<file path="config.mk">
export PLATFORM = sky130hd
export DESIGN_NAME = score_bcd_display
export DESIGN_NICKNAME = d
export VERILOG_FILES = /design/src/rtl/score_bcd_display_pkg.sv /design/src/rtl/score_bcd_display_bcd_to_seg7.sv /design/src/rtl/score_bcd_display.sv
export SDC_FILE = /design/constraint.sdc
export NUM_CORES = 1
export LEC_CHECK = 0
export ABC_AREA = 1
export CORE_MARGIN = 3
export CORE_UTILIZATION = 35
export CTS_CLUSTER_SIZE = 24
export DETAILED_ROUTE_END_ITERATION = 16
export GPL_ROUTABILITY_DRIVEN = 0
export HOLD_SLACK_MARGIN = 0.06
export PLACE_DENSITY_LB_ADDON = 0.1
export SETUP_SLACK_MARGIN = 0.02
export SLEW_MARGIN = 20
export SYNTH_ARGS = -nofsm -noshare
export SYNTH_HDL_FRONTEND = slang
export SYNTH_SLANG_ARGS = --single-unit
</file>
<file path="constraint.sdc">
create_clock -name clk -period 2.3 [get_ports clk]
set_clock_uncertainty 0.15 [all_clocks]
set_input_delay 0.46 -clock clk [delete_from_list [all_inputs] [get_ports clk]]
set_output_delay 0.46 -clock clk [all_outputs]
set_load 0.01 [all_outputs]
</file>
<file path="src/rtl/score_bcd_display_pkg.sv">
// Shared constants and types for the score BCD display: segment patterns
// (active-low {g,f,e,d,c,b,a}) and the conversion FSM state encoding.
package score_bcd_display_pkg;

   localparam int MAX_DIGITS = 8;

   localparam logic [6:0] SEG_0     = 7'b1000000;
   localparam logic [6:0] SEG_1     = 7'b1111001;
   localparam logic [6:0] SEG_2     = 7'b0100100;
   localparam logic [6:0] SEG_3     = 7'b0110000;
   localparam logic [6:0] SEG_4     = 7'b0011001;
   localparam logic [6:0] SEG_5     = 7'b0010010;
   localparam logic [6:0] SEG_6     = 7'b0000010;
   localparam logic [6:0] SEG_7     = 7'b1111000;
   localparam logic [6:0] SEG_8     = 7'b0000000;
   localparam logic [6:0] SEG_9     = 7'b0010000;
   localparam logic [6:0] SEG_BLANK = 7'h7F;

   typedef enum logic [1:0] {
      ST_IDLE    = 2'd0,
      ST_CONVERT = 2'd1,
      ST_COMMIT  = 2'd2
   } state_t;

endpackage

</file>
<file path="src/rtl/score_bcd_display_bcd_to_seg7.sv">
// Combinational BCD digit to active-low seven-segment decoder.
// Codes 10-15 never reach this decoder in normal use and map to all-off.
module bcd_to_seg7
   import score_bcd_display_pkg::*;
(
   input  logic [3:0] bcd,
   output logic [6:0] seg
);

   // Digit pattern lookup.
   always_comb begin
      seg = SEG_BLANK;
      case (bcd)
         4'd0:    seg = SEG_0;
         4'd1:    seg = SEG_1;
         4'd2:    seg = SEG_2;
         4'd3:    seg = SEG_3;
         4'd4:    seg = SEG_4;
         4'd5:    seg = SEG_5;
         4'd6:    seg = SEG_6;
         4'd7:    seg = SEG_7;
         4'd8:    seg = SEG_8;
         4'd9:    seg = SEG_9;
         default: seg = SEG_BLANK;
      endcase
   end

endmodule

</file>
<file path="src/rtl/score_bcd_display.sv">
// Binary score to multiplexed seven-segment display: a double-dabble converter
// commits all digits atomically while a free-running scanner drives an/seg.
module score_bcd_display
   import score_bcd_display_pkg::*;
#(
   parameter int BIN_W       = 14,
   parameter int DIGITS      = 4,
   parameter int REFRESH_DIV = 100000
) (
   input  logic             clk,
   input  logic             rst,
   input  logic [BIN_W-1:0] score,
   input  logic             load,
   input  logic             blank_lz,
   output logic             busy,
   output logic             done,
   output logic             overflow,
   output logic [7:0]       an,
   output logic [6:0]       seg
);

   localparam int         BCD_W   = DIGITS * 4;
   localparam int         WORK_W  = BCD_W + BIN_W;
   localparam int         CNT_W   = 5;
   localparam int         DIV_W   = (REFRESH_DIV > 1) ? $clog2(REFRESH_DIV) : 1;
   localparam logic [31:0] MAX_VAL = 32'(10**DIGITS - 1);
   localparam logic [CNT_W-1:0] LAST_ITER = CNT_W'(BIN_W - 1);
   localparam logic [DIV_W-1:0] DIV_LAST  = DIV_W'(REFRESH_DIV - 1);
   localparam logic [2:0]       IDX_LAST  = 3'(DIGITS - 1);

   state_t             state_r;
   state_t             state_nx_s;
   logic               accept_s;
   logic [CNT_W-1:0]   iter_r;
   logic [WORK_W-1:0]  work_r;
   logic [WORK_W-1:0]  adj_s;
   logic [BCD_W-1:0]   disp_r;
   logic               busy_r;
   logic               done_r;
   logic               overflow_r;
   logic               ovf_s;
   logic [BIN_W-1:0]   cap_s;
   logic [DIV_W-1:0]   div_r;
   logic [2:0]         idx_r;
   logic [3:0]         sel_s;
   logic               blank_s;
   logic [6:0]         dec_s;
   logic [7:0]         an_r;
   logic [6:0]         seg_r;

   // Saturate out-of-range scores to all nines so every digit stays 0-9.
   assign ovf_s = (32'(score) > MAX_VAL);
   assign cap_s = ovf_s ? MAX_VAL[BIN_W-1:0] : score;

   // FSM next-state logic; a load is accepted only from IDLE.
   always_comb begin
      state_nx_s = state_r;
      accept_s   = 1'b0;
      case (state_r)
         ST_IDLE: begin
            if (load) begin
               state_nx_s = ST_CONVERT;
               accept_s   = 1'b1;
            end else begin
               state_nx_s = ST_IDLE;
            end
         end
         ST_CONVERT: begin
            if (iter_r == LAST_ITER) begin
               state_nx_s = ST_COMMIT;
            end else begin
               state_nx_s = ST_CONVERT;
            end
         end
         ST_COMMIT: state_nx_s = ST_IDLE;
         default:   state_nx_s = ST_IDLE;
      endcase
   end

   // Add-3 correction on each BCD nibble ahead of the shift.
   always_comb begin
      adj_s = work_r;
      for (int d = 0; d < DIGITS; d++) begin
         adj_s[BIN_W + 4*d +: 4] = (work_r[BIN_W + 4*d +: 4] >= 4'd5) ?
                                   (work_r[BIN_W + 4*d +: 4] + 4'd3) :
                                   work_r[BIN_W + 4*d +: 4];
      end
   end

   // FSM state, converter datapath and status registers.
   always_ff @(posedge clk) begin
      if (rst) begin
         state_r    <= ST_IDLE;
         iter_r     <= '0;
         work_r     <= '0;
         disp_r     <= '0;
         busy_r     <= 1'b0;
         done_r     <= 1'b0;
         overflow_r <= 1'b0;
      end else begin
         state_r <= state_nx_s;
         busy_r  <= (state_nx_s != ST_IDLE);
         done_r  <= (state_r == ST_COMMIT);
         case (state_r)
            ST_IDLE: begin
               if (accept_s) begin
                  work_r     <= {{BCD_W{1'b0}}, cap_s};
                  overflow_r <= ovf_s;
                  iter_r     <= '0;
               end
            end
            ST_CONVERT: begin
               work_r <= {adj_s[WORK_W-2:0], 1'b0};
               iter_r <= iter_r + {{(CNT_W-1){1'b0}}, 1'b1};
            end
            ST_COMMIT: disp_r <= work_r[WORK_W-1 -: BCD_W];
            default:   disp_r <= disp_r;
         endcase
      end
   end

   // Refresh divider and digit index; free-running, independent of the converter.
   always_ff @(posedge clk) begin
      if (rst) begin
         div_r <= '0;
         idx_r <= 3'd0;
      end else if (div_r == DIV_LAST) begin
         div_r <= '0;
         idx_r <= (idx_r == IDX_LAST) ? 3'd0 : idx_r + 3'd1;
      end else begin
         div_r <= div_r + {{(DIV_W-1){1'b0}}, 1'b1};
      end
   end

   // Digit multiplexer with leading-zero detection scanned from the top digit down.
   always_comb begin
      logic zero_run;
      sel_s    = 4'd0;
      blank_s  = 1'b0;
      zero_run = 1'b1;
      for (int i = DIGITS - 1; i >= 0; i--) begin
         zero_run = zero_run & (disp_r[4*i +: 4] == 4'd0);
         sel_s    = (idx_r == 3'(i)) ? disp_r[4*i +: 4] : sel_s;
         blank_s  = (idx_r == 3'(i)) ? (blank_lz & zero_run & (i != 0)) : blank_s;
      end
   end

   bcd_to_seg7 u_dec (
      .bcd (sel_s),
      .seg (dec_s)
   );

   // Registered digit enable and segment drive, both one cycle behind idx_r.
   always_ff @(posedge clk) begin
      if (rst) begin
         an_r  <= 8'hFF;
         seg_r <= SEG_BLANK;
      end else begin
         an_r  <= ~(8'd1 << idx_r);
         seg_r <= blank_s ? SEG_BLANK : dec_s;
      end
   end

   assign busy     = busy_r;
   assign done     = done_r;
   assign overflow = overflow_r;
   assign an       = an_r;
   assign seg      = seg_r;

endmodule

</file>
==> flow_summary.yaml, run 1 <==
run_status:
  status: "complete, no violations"
logic_synthesis:
  ys_ff_latch: 91
  synth_warnings: 0
  yosysTopAreaCellShare_pct: 42.5
  synth_ff_type: "dfxtp_1"
  syn_inst: 565
  netlist_area_sq_um: 4290
  synth-async-reset-ratio_pct: 0
  synth_area_leaders: "dfxtp_1, nand2_1, a21oi_1"
  synth_seq_area_share_pct: 42.5
  syn_area_per_cell_sq_um: 7.59
  synth_nets: 599
  yosys.area.top_type: "dfxtp_1"
  synth_edf_count: 0
  ys_types: 40
route:
  wl_per_cell_microns: 12.3
  routed-via-count: 3662
  avgViaCountPerCell: 4.89
  finalWirelength_microns: 9190
  first_pass_iters: 5
  drc_errors: 0
  drtIter0Drc: 250
  drtAntennaViolNets: 0
timing:
  drv_slew: 0
  max_slew_margin_pct: 49.8
  hold_ws_ps: 297
  hold_viol_final: 0
  fin_crit_ps: 2100
  rsz0062_at_grt: "no"
  period_share_pct: 91.2
  finalSetupTns_ps: 0
  fmax_mhz: 477
  tightest_slew_ps: 752
  setup_viol: 0
die:
  start_util_pct: 36.6
  rows: 39
  coreArea_sq_um: 11700
  die_h_microns: 117
  ios: 36
  dieArea_sq_um: 13600
  die_w_microns: 117
cts:
  cts_setup_buffers: 0
  htree_levels: 3
  clockBufferDepth: 2
  insertion_delay_ps: 340
  numCtsBuffers: 9
  path_clk_slew_ps: 60
  clock_sinks: 91
  cts_tree: "done"
  root_buffer: "clkbuf_16"
grt:
  antenna_found_initial: 0
  grt_util_all_layers_pct: 14.2
  grt_overflow: 0
  top_usage_layer: "met2"
  grt_pass1_vias: 3273
  grt_use_met1_pct: 19.8
  use_met2_pct: 21.5
  grt_pass1_wl_microns: 15500
  use_met3_pct: 2.49
  grt_max_degree: 33
placed_design:
  place_hpwl_microns: 6590
  port_buffers: 35
critical_path:
  max_stage_delay_ps: 420
  path_cells: "inv_1 -> ha_1 -> nand2_4 -> o21ai_0 -> inv_1 -> nand2_1 -> nand2_4 -> inv_1 -> ha_1 -> inv_1 -> nand2_1 -> nand2_1 -> nand2_1 -> nand2_1"
  end_kind: "flip-flop"
  critPathSlowestCell: "dfxtp_1"
  worst-path-buf-inv: 4
  crit_required_ps: 2380
  critPathTopFamily: "adder cells"
  crit_type: "reg2reg"
  arrival_ps: 2180
  start_kind: "flip-flop"
  cpMostUsedCell: "nand2_1"
  path_max_fanout: 9
layout:
  fillers: 1208
  area_growth_pct: 19.1
  drive_gt1_share_pct: 10.7
  antennaDiodeCount: 0
  layout.nets: 635
power_and_ir_drop:
  vdd_drop_max_mv: 0.327
  power.density_nw_per_um2: 675
  leakage_uw: 0.00201
min_path:
  hold_class: "reg2reg"
run:
  cap_violations: 0
==> report_power, final <==
group | internal [uW] | leakage, uW | switching [uW] | total (uW)
clock | 948 | 0.000147 | 633 | 1580
combinational | 95.1 | 0.00112 | 134 | 229
sequential | 1620 | 0.000741 | 20.5 | 1640
total | 2660 | 0.00201 | 787 | 3450
==> cell usage in the layout (no fill, tap or decap), drive strengths merged, types with 5 or more instances in the layout <==
| cell | instances |
|---|---|
| a21oi | 71 |
| buf | 7 |
| clkbuf | 9 |
| clkdlybuf4s50 | 35 |
| dfxtp | 91 |
| ha | 16 |
| inv | 76 |
| nand2 | 118 |
| nand3 | 41 |
| nand4 | 11 |
| nor2 | 42 |
| nor3 | 13 |
| o21ai | 40 |
| or2 | 5 |
| xor2 | 5 |
==> Yosys cell counts, types with 2 or more instances <==
library cell and instances:
a31oi_1 2, nand2_1 107, or2_0 3, o32ai_2 2, nand3_1 39, nor3b_1 2, nor2_2 4, xnor2_1 4
inv_2 9, buf_6 3, nand4_1 11, nand2_4 5, a22o_1 4, dfxtp_1 91, buf_2 4, buf_4 2
nor2_4 3, a21oi_1 69, a22oi_1 4, nor3_1 12, inv_1 65, nor2_1 34, ha_1 16, nand3_2 2
clkbuf_1 7, nand2_2 6, xor2_1 5, o21ai_0 38
==> cell type report <==
cell class              count  area, sq um  area share, %
multi-input cells         381         2090           40.9
flip-flops and latches     91         1820           35.7
repair buffers             42          403           7.89
inverters                  76          293           5.74
clock buffers               9          225           4.41
well taps                 143          179           3.50
clock inverters             7         92.6           1.81
==> worst paths after layout <==
check                 from  endpoint  slack (ps)  cells past startpoint
setup / recovery  idx_r[1]    seg[3]         200                     14
hold / removal    div_r[0]  div_r[0]         300                      1
setup reg to reg  idx_r[1]    seg[3]         200                     14
hold reg to reg   div_r[0]  div_r[0]         300                      1
==> sequential cells by signal (all words and copies together), names as in the netlist, 2 cells and up <==
signal   flops
idx_r        3
disp_r      16
an           8
div_r       17
iter_r       5
work_r      30
seg          7
state_r      2
==> repair_timing <==
action	in CTS	in global routing
resized for setup	0	4
hold buffers	0	0
endpoints found under the setup margin	0	3
==> metrics by stage <==
step	cells	total power (uW)	util, %	instance area [sq um]	setup slack (ps)
after floorplan	565	1820	-	4290	371
after global placement	733	1900	40.7	4770	102
after detailed placement	733	1900	40.7	4770	76.0
after CTS	749	3490	43.5	5090	83.5
after global routing	749	3580	43.6	5100	21.8
final	749	3450	43.6	5100	202
==> logic make-up after synthesis <==
group	share of synthesized area [%]
flip-flops	42.5
AND/OR/NAND/NOR	25.7
buffers and inverters	9.13
adder cells (fa/ha/maj)	4.67
XOR/XNOR	1.84
AO/OA/AOI/OAI	16.2
==> per-layer routing <==
layer	routed length, microns	vias to the layer above
met5	0	-
met4	183	0
met3	307	12
met2	4000	76
met1	4700	1651
li1	-	1923
No activity file was read; power rests on OpenSTA's default activity.
==> run 2: changes to the inputs <==
--- a/config.mk
+++ b/config.mk
@@ -6,8 +6,10 @@
 export NUM_CORES = 1
 export LEC_CHECK = 0
 export ABC_AREA = 1
+export CAP_MARGIN = 10
 export CORE_MARGIN = 3
 export CORE_UTILIZATION = 35
+export CTS_BUF_LIST = sky130_fd_sc_hd__clkbuf_4
 export CTS_CLUSTER_SIZE = 24
 export DETAILED_ROUTE_END_ITERATION = 16
 export GPL_ROUTABILITY_DRIVEN = 0
==> run 2 against run 1 <==
  * Hold slack better by 11 ps
  * Clock power down 36%
  * Utilization down 1.3 points
  * Via count up 0.11%
  * First-iteration DRC count down 9.2%
  * Largest power group unchanged
  * Combinational power about the same
  * Sequential power about the same
  * Maximum frequency about the same
  * Worst setup slack worse by 1.0 ps
==> flow_summary.yaml, run 2 (synthesized netlist as in run 1, its figures left out) <==
placed_design:
  dp_slack_ps: 76.0
  placed_cells: 733
  port_buffers: 35
  place_hpwl_microns: 6590
min_path:
  hold_class: "reg2reg"
layout:
  antennaDiodeCount: 0
  multi_input_area_sq_um: 2090
  layout.nets: 635
  regMostFlops: "work_r"
  layout_commonest_cell: "nand2_1"
  area_growth_pct: 15.5
  reg_top3: "work_r (30), div_r (17), disp_r (16)"
  drive_gt1_share_pct: 10.9
  final-seq-area_sq_um: 1820
  largest_reg_flops: 30
  final_cells: 749
  fillers: 1224
  final_cell_mix: "nand2_1, dfxtp_1, a21oi_1"
timing:
  setup_ws_ps: 201
  fmax_mhz: 476
  drv_slew: 0
  fin_crit_ps: 2100
  tightest_slew_ps: 756
  hold_viol_final: 0
  hold_ws_ps: 308
  setup_viol: 0
  period_share_pct: 91.3
  max_slew_margin_pct: 49.5
  finalSetupTns_ps: 0
  rsz0062_at_grt: "no"
route:
  drc_errors: 0
  drtIter0Drc: 227
  drtAntennaViolNets: 0
  first_pass_iters: 6
  avgViaCountPerCell: 4.89
  routed-via-count: 3666
  wl_per_cell_microns: 12.3
  finalWirelength_microns: 9200
critical_path:
  path_max_fanout: 6
  start_kind: "flip-flop"
  critPathSlowestCell: "dfxtp_2"
  path_cells: "inv_1 -> ha_4 -> inv_2 -> nor2_2 -> nand2_1 -> nand3_1 -> nand2_1 -> nand2_4 -> inv_1 -> ha_1 -> inv_1 -> nand2_1 -> nand2_1 -> nand2_1 -> nand2_1"
  reg2reg_slack_ps: 200
  max_stage_delay_ps: 370
  end_kind: "flip-flop"
  cpMostUsedCell: "nand2_1"
  crit_type: "reg2reg"
  arrival_ps: 2320
  crit_required_ps: 2520
run:
  cap_violations: 0
cts:
  htree_levels: 3
  clock_sinks: 91
  numCtsBuffers: 9
  path_clk_slew_ps: 140
  insertion_delay_ps: 470
  root_buffer: "clkbuf_4"
  clockBufferDepth: 2
  cts_setup_buffers: 0
  cts_resized: 0
  cts_tree: "done"
  hold_buffers: 0
die:
  coreArea_sq_um: 11700
  ios: 36
  die_w_microns: 117
  rows: 39
  dieArea_sq_um: 13600
  start_util_pct: 36.6
  die_h_microns: 117
power_and_ir_drop:
  total_power_uw: 2870
  leakage_uw: 0.00194
  vdd_drop_max_mv: 0.189
  power.density_nw_per_um2: 580
grt:
  grt_util_all_layers_pct: 14.2
  antenna_found_initial: 0
  grt_pass1_vias: 3261
  grt_overflow: 0
  grt_max_degree: 33
  grt_pass1_wl_microns: 15400
run_status:
  status: "complete, no violations"
==> run 2: cell counts in the layout (fill, tap and decap cells not counted) <==
Identical to the previous run, type by type.
==> run 2: worst max-delay path: cells and delay by family, from the launching register on <==
kind	cells	cell delay [ps]
simple gates	9	700
fa+ha+maj	2	490
flops	1	370
buf+inv	4	300
==> run 2: metrics by stage <==
stage          cell area [sq um]  utilization, %
2_1_floorplan               4290               -
3_3_place_gp                4770            40.7
3_5_place_dp                4770            40.7
4_1_cts                     4930            42.1
5_1_grt                     4950            42.3
6_report                    4950            42.3
==> run 2: per-layer routing <==
metal,track usage (%),vias to the layer above,part of all wire [%]
met5,0,-,0
li1,-,1923,-
met2,21.3,89,43
met1,19.8,1642,50
met4,6.42,0,2.0
met3,2.64,12,4.6
==> run 2: worst paths after layout <==
path	from	end	depth (start not counted)
max	idx_r[0]	seg[3]	15
min reg2reg	div_r[0]	div_r[0]	1
min	div_r[0]	div_r[0]	1
max reg2reg	idx_r[0]	seg[3]	15
==> run 2: power by group <==
group | switching, uW | internal (uW)
clock | 574 | 436
combinational | 133 | 95.1
sequential | 20.3 | 1620
==> run 2: layout make-up <==
class | count | share of cell area [%]
timing repair buffer | 42 | 8.13
clock buffer | 9 | 1.36
inverter | 76 | 5.91
multi-input combinational | 381 | 42.3
sequential | 91 | 36.8
tap | 143 | 3.61
clock inverter | 7 | 1.87
